===== config.mk =====
export PLATFORM = sky130hd
export DESIGN_NAME = pc_sequencer
export DESIGN_NICKNAME = d
export VERILOG_FILES = /design/src/rtl/pc_sequencer.sv
export SDC_FILE = /design/constraint.sdc
export NUM_CORES = 1
export LEC_CHECK = 0
export CAP_MARGIN = 25
export CORE_ASPECT_RATIO = 0.75
export CORE_MARGIN = 2
export CORE_UTILIZATION = 47
export DETAILED_ROUTE_END_ITERATION = 8
export PLACE_DENSITY = 0.83
export SLEW_MARGIN = 10
export SYNTH_ARGS = -nofsm -noshare
export SYNTH_HDL_FRONTEND = slang
export SYNTH_SLANG_ARGS = --single-unit
export TNS_END_PERCENT = 1

===== constraint.sdc =====
create_clock -name clk -period 3.6 [get_ports clk]
set_clock_uncertainty 0.05 [all_clocks]
set_input_delay 0.9 -clock clk [delete_from_list [all_inputs] [get_ports clk]]
set_output_delay 0.9 -clock clk [all_outputs]
set_load 0.02 [all_outputs]

===== src/rtl/pc_sequencer.sv =====
// Program-counter sequencer: owns the PC, handshakes each fetch with instruction
// memory, applies branch/jump redirects and halts on a misaligned redirect target.
module pc_sequencer #(
    parameter int            N            = 32,
    parameter logic [N-1:0]  RESET_VECTOR = '0
) (
    input  logic         clk,
    input  logic         rst,
    input  logic         imem_ready,
    input  logic         stall,
    input  logic         branch_taken,
    input  logic         jump,
    input  logic         jump_is_jalr,
    input  logic [N-1:0] imm,
    input  logic [N-1:0] jalr_target,
    output logic [N-1:0] pc,
    output logic [N-1:0] pc_plus4,
    output logic         imem_req,
    output logic         instr_valid,
    output logic         misaligned
);

    // state | meaning
    // RST   | reset applied; fetch begins on the next edge
    // FETCH | imem_req high, waiting for imem_ready
    // EXEC  | instruction at pc executing; pc updates on first non-stalled edge
    // HALT  | misaligned redirect seen; frozen until rst
    typedef enum logic [1:0] {RST, FETCH, EXEC, HALT} state_t;

    localparam logic [N-1:0] PC_STEP = N'(4);

    state_t       state_q, state_d;
    logic [N-1:0] pc_q, pc_d;
    logic         misaligned_q, misaligned_d;
    logic [N-1:0] target;
    logic         redirect;

    always_ff @(posedge clk) begin
        if (rst) begin
            state_q      <= RST;
            pc_q         <= RESET_VECTOR;
            misaligned_q <= 1'b0;
        end else begin
            state_q      <= state_d;
            pc_q         <= pc_d;
            misaligned_q <= misaligned_d;
        end
    end

    // Target priority: jump over branch over sequential; only redirects are alignment-checked.
    always_comb begin
        redirect = 1'b0;
        target   = pc_q + PC_STEP;
        if (jump) begin
            redirect = 1'b1;
            target   = jump_is_jalr ? (jalr_target & ~N'(1)) : (pc_q + imm);
        end else if (branch_taken) begin
            redirect = 1'b1;
            target   = pc_q + imm;
        end
    end

    always_comb begin
        state_d      = state_q;
        pc_d         = pc_q;
        misaligned_d = misaligned_q;
        case (state_q)
            RST:   state_d = FETCH;
            FETCH: if (imem_ready) state_d = EXEC;
            EXEC: begin
                if (!stall) begin
                    if (redirect && (target[1:0] != 2'b00)) begin
                        misaligned_d = 1'b1;
                        state_d      = HALT;
                    end else begin
                        pc_d    = target;
                        state_d = FETCH;
                    end
                end
            end
            HALT:    state_d = HALT;
            default: state_d = RST;
        endcase
    end

    assign pc          = pc_q;
    assign pc_plus4    = pc_q + PC_STEP;
    assign imem_req    = (state_q == FETCH);
    assign instr_valid = (state_q == EXEC);
    assign misaligned  = misaligned_q;

endmodule


==> results.json <==
{
  "drcViolationCount": 0,
  "post-place-ws_ns": -0.2463,
  "synthCells": 543,
  "die_w_um": 110.0,
  "gp_congestion": 0.9741,
  "slew_viol_final": 0,
  "synth_area_um2": 3963,
  "arrival_ns": 2.53,
  "async_flop_share_pct": 0,
  "cp.required_ns": 2.65,
  "antenna_found_initial": 0,
  "synth_ff_type": "dfxtp_1",
  "crit_fanout": 4,
  "syn_area_per_cell_um2": 7.298,
  "finalWorstSetupSlack_ns": 0.1195,
  "yosysSeqAreaShare_pct": 17.68,
  "ys_top_cells_by_count": "57 x nor2_1, 53 x a21oi_1, 43 x nand2_1",
  "ant_nets": 0,
  "clkLatencyLatePin_ns": 0.30,
  "status": "finished clean",
  "cts_root_buf": "clkbuf_8",
  "firstDrtPassIters": 7,
  "finalWirelength_um": 16080,
  "ios": 138,
  "ys_top_cells_by_area": "dfxtp_1 18%, ha_1 10%, xnor2_1 7.7%, a21oi_1 6.7%, nor2_1 5.4%",
  "period_needed_ns": 3.481,
  "path_class": "flop to output port",
  "fin_cells": 854,
  "core_um2": 8023,
  "synth-seq-cells": 35,
  "drive_above_1_share_pct": 16.02,
  "hold_violations": 0,
  "cts_buffers": 5,
  "die_h_um": 83.52,
  "tightest_slew_ns": 0.4251,
  "regToRegStartpoint": "pc[14]$_SDFFE_PP0P_",
  "synth_edf_count": 0,
  "synthMostInstantiatedCell": "nor2_1",
  "rsz0062_at_grt": "true",
  "vias": 5236,
  "r2r-end": "pc[29]$_SDFFE_PP0P_",
  "dieArea_um2": 9189,
  "slew_headroom_pct": 71.36,
  "seqCellArea_um2": 700.7,
  "setup.worst_path.start": "pc[18]$_SDFFE_PP0P_",
  "via_per_inst": 6.131,
  "fmax_ghz": 0.2873,
  "finalCritPeriodShare_pct": 96.68,
  "setup_violations": 0,
  "start_util_pct": 49.39,
  "first_iter_violations": 393,
  "nets": 852,
  "synth_top_area_cell": "dfxtp_1",
  "cts_hold_buf": 0,
  "endpoint": "pc_plus4[27]",
  "vdd_drop_max_mv": 0.2110,
  "multi_input_area_um2": 3109,
  "rows": 28,
  "rrSetupSlack_ns": 0.75,
  "dpl.cell_count": 846,
  "overflow": 0,
  "cts_tree": "done",
  "post_drt_wl_per_cell_um": 18.83,
  "critPathLaunchType": "flop",
  "io_buffer_count": 136,
  "dp_hpwl_um": 12600,
  "htree_num_levels": 2,
  "r2r_cells": 11,
  "clkSinkCount": 35,
  "area_growth_pct": 57.69,
  "clk_pin_slew_ns": 0.09,
  "hold_class": "flop to flop",
  "grt_pass1_wl_um": 25050,
  "drv_cap": 0,
  "postLayoutCoreUtil_pct": 77.89,
  "clock_path_buffers": 2,
  "p_per_area_nw_per_um2": 218.1,
  "p_leak_uw": 0.002815,
  "grt_max_degree": 31,
  "n_antenna_cell": 0,
  "synth_top_area_share_pct": 17.68,
  "syn_nets": 647,
  "end_kind": "output port",
  "n_fill_cell": 585,
  "ys_types": 58,
  "yosys_warnings": 0,
  "track_usage_pct": 34.23,
  "grt_pass1_vias": 5095
}
worst max-delay path, cell delays in order, from the launching register on:
cell,delay [ns]
dfxtp_1,0.37
and4_1,0.25
nand3_2,0.10
or4_4,0.61
nor2_4,0.11
xnor2_1,0.14
clkdlybuf4s50_1,0.64
timing repair:
action / in CTS / in global routing
gates resized for setup: 4 / 18
pin swaps: 0 / 1
buffers inserted: 0 / 0
endpoints found under the setup margin: 4 / 31
per-stage QoR:
step	hold WS, ns	cell area (µm²)	setup TNS [ns]	power (µW)
after floorplan	0.4029	3963	0	660.7
after global placement	0.4067	6057	-1.909	899.8
after detailed placement	0.4116	6057	-4.335	910.8
after CTS	0.4374	6202	0	1348
after global routing	0.4637	6248	-0.06661	1412
final	0.4408	6248	0	1363
flip-flops by register name, summed over array words and instances (netlist names):
| signal | count |
|---|---|
| misaligned | 1 |
| state_q | 2 |
| pc | 32 |
per-layer routing:
metal / GRT usage [%] / wire length, µm / vias up
met1: 44.64 / 6863 / 2433
li1: - / - / 2444
met4: 11.28 / 492 / 0
met5: 0 / 0 / -
met3: 4.918 / 1350 / 49
met2: 57.28 / 7378 / 310
worst min path at each step:
stage | cells after the start | from | endpoint
after global routing | 2 | state_q[1]$_SDFFE_PP0P_ | state_q[1]$_SDFFE_PP0P_
after floorplan | 2 | state_q[0]$_SDFFE_PP0P_ | state_q[1]$_SDFFE_PP0P_
after CTS | 2 | misaligned$_SDFFE_PP0P_ | misaligned$_SDFFE_PP0P_
after global placement | 2 | misaligned$_SDFFE_PP0P_ | misaligned$_SDFFE_PP0P_
final | 2 | misaligned$_SDFFE_PP0P_ | misaligned$_SDFFE_PP0P_
after detailed placement | 2 | misaligned$_SDFFE_PP0P_ | misaligned$_SDFFE_PP0P_
cells in the final DEF (no fill, tap or decap), drive strengths merged, types with 2 or more instances in the layout:
master and instances:
a211o 4, a211oi 15, a21o 12, a21oi 53, a221o 11, a221oi 16, a22oi 7, a311oi 4
a31oi 5, and2 8, and3 3, and4 5, buf 94, bufinv 2, clkbuf 5, clkdlybuf4s50 124
dfxtp 35, dlymetal6s2s 11, ha 32, inv 14, nand2 43, nand2b 9, nand3 25, nand3b 2
nand4 12, nor2 58, nor2b 2, nor3 19, o211ai 8, o21a 4, o21ai 25, o21bai 2
o31ai 3, or2 3, or3 2, or4 3, xnor2 35, xor2 18
report_power, final:
group | switching (µW) | internal (µW) | total (µW)
combinational | 258 | 248 | 506
clock | 170 | 277 | 446
sequential | 11.1 | 399 | 410
cell families after synthesis:
group                    Yosys count  share of synthesized area [%]
XOR/XNOR                          53                          11.71
buffers and inverters             46                          4.705
flip-flops                        35                          17.68
adder cells (fa/ha/maj)           33                          10.61
AND/OR/NAND/NOR                  196                          24.25
AO/OA/AOI/OAI                    180                          31.04
area by class of cell:
class                           instances  area share [%]
Inverter                               14          0.8410
Sequential cell                        35           11.21
Timing Repair Buffer                  230           33.90
Multi-Input combinational cell        462           49.76
Clock buffer                            5           1.101
Tap cell                              105           2.103
Clock inverter                          3           1.081
(Power assumes the default switching activity.)
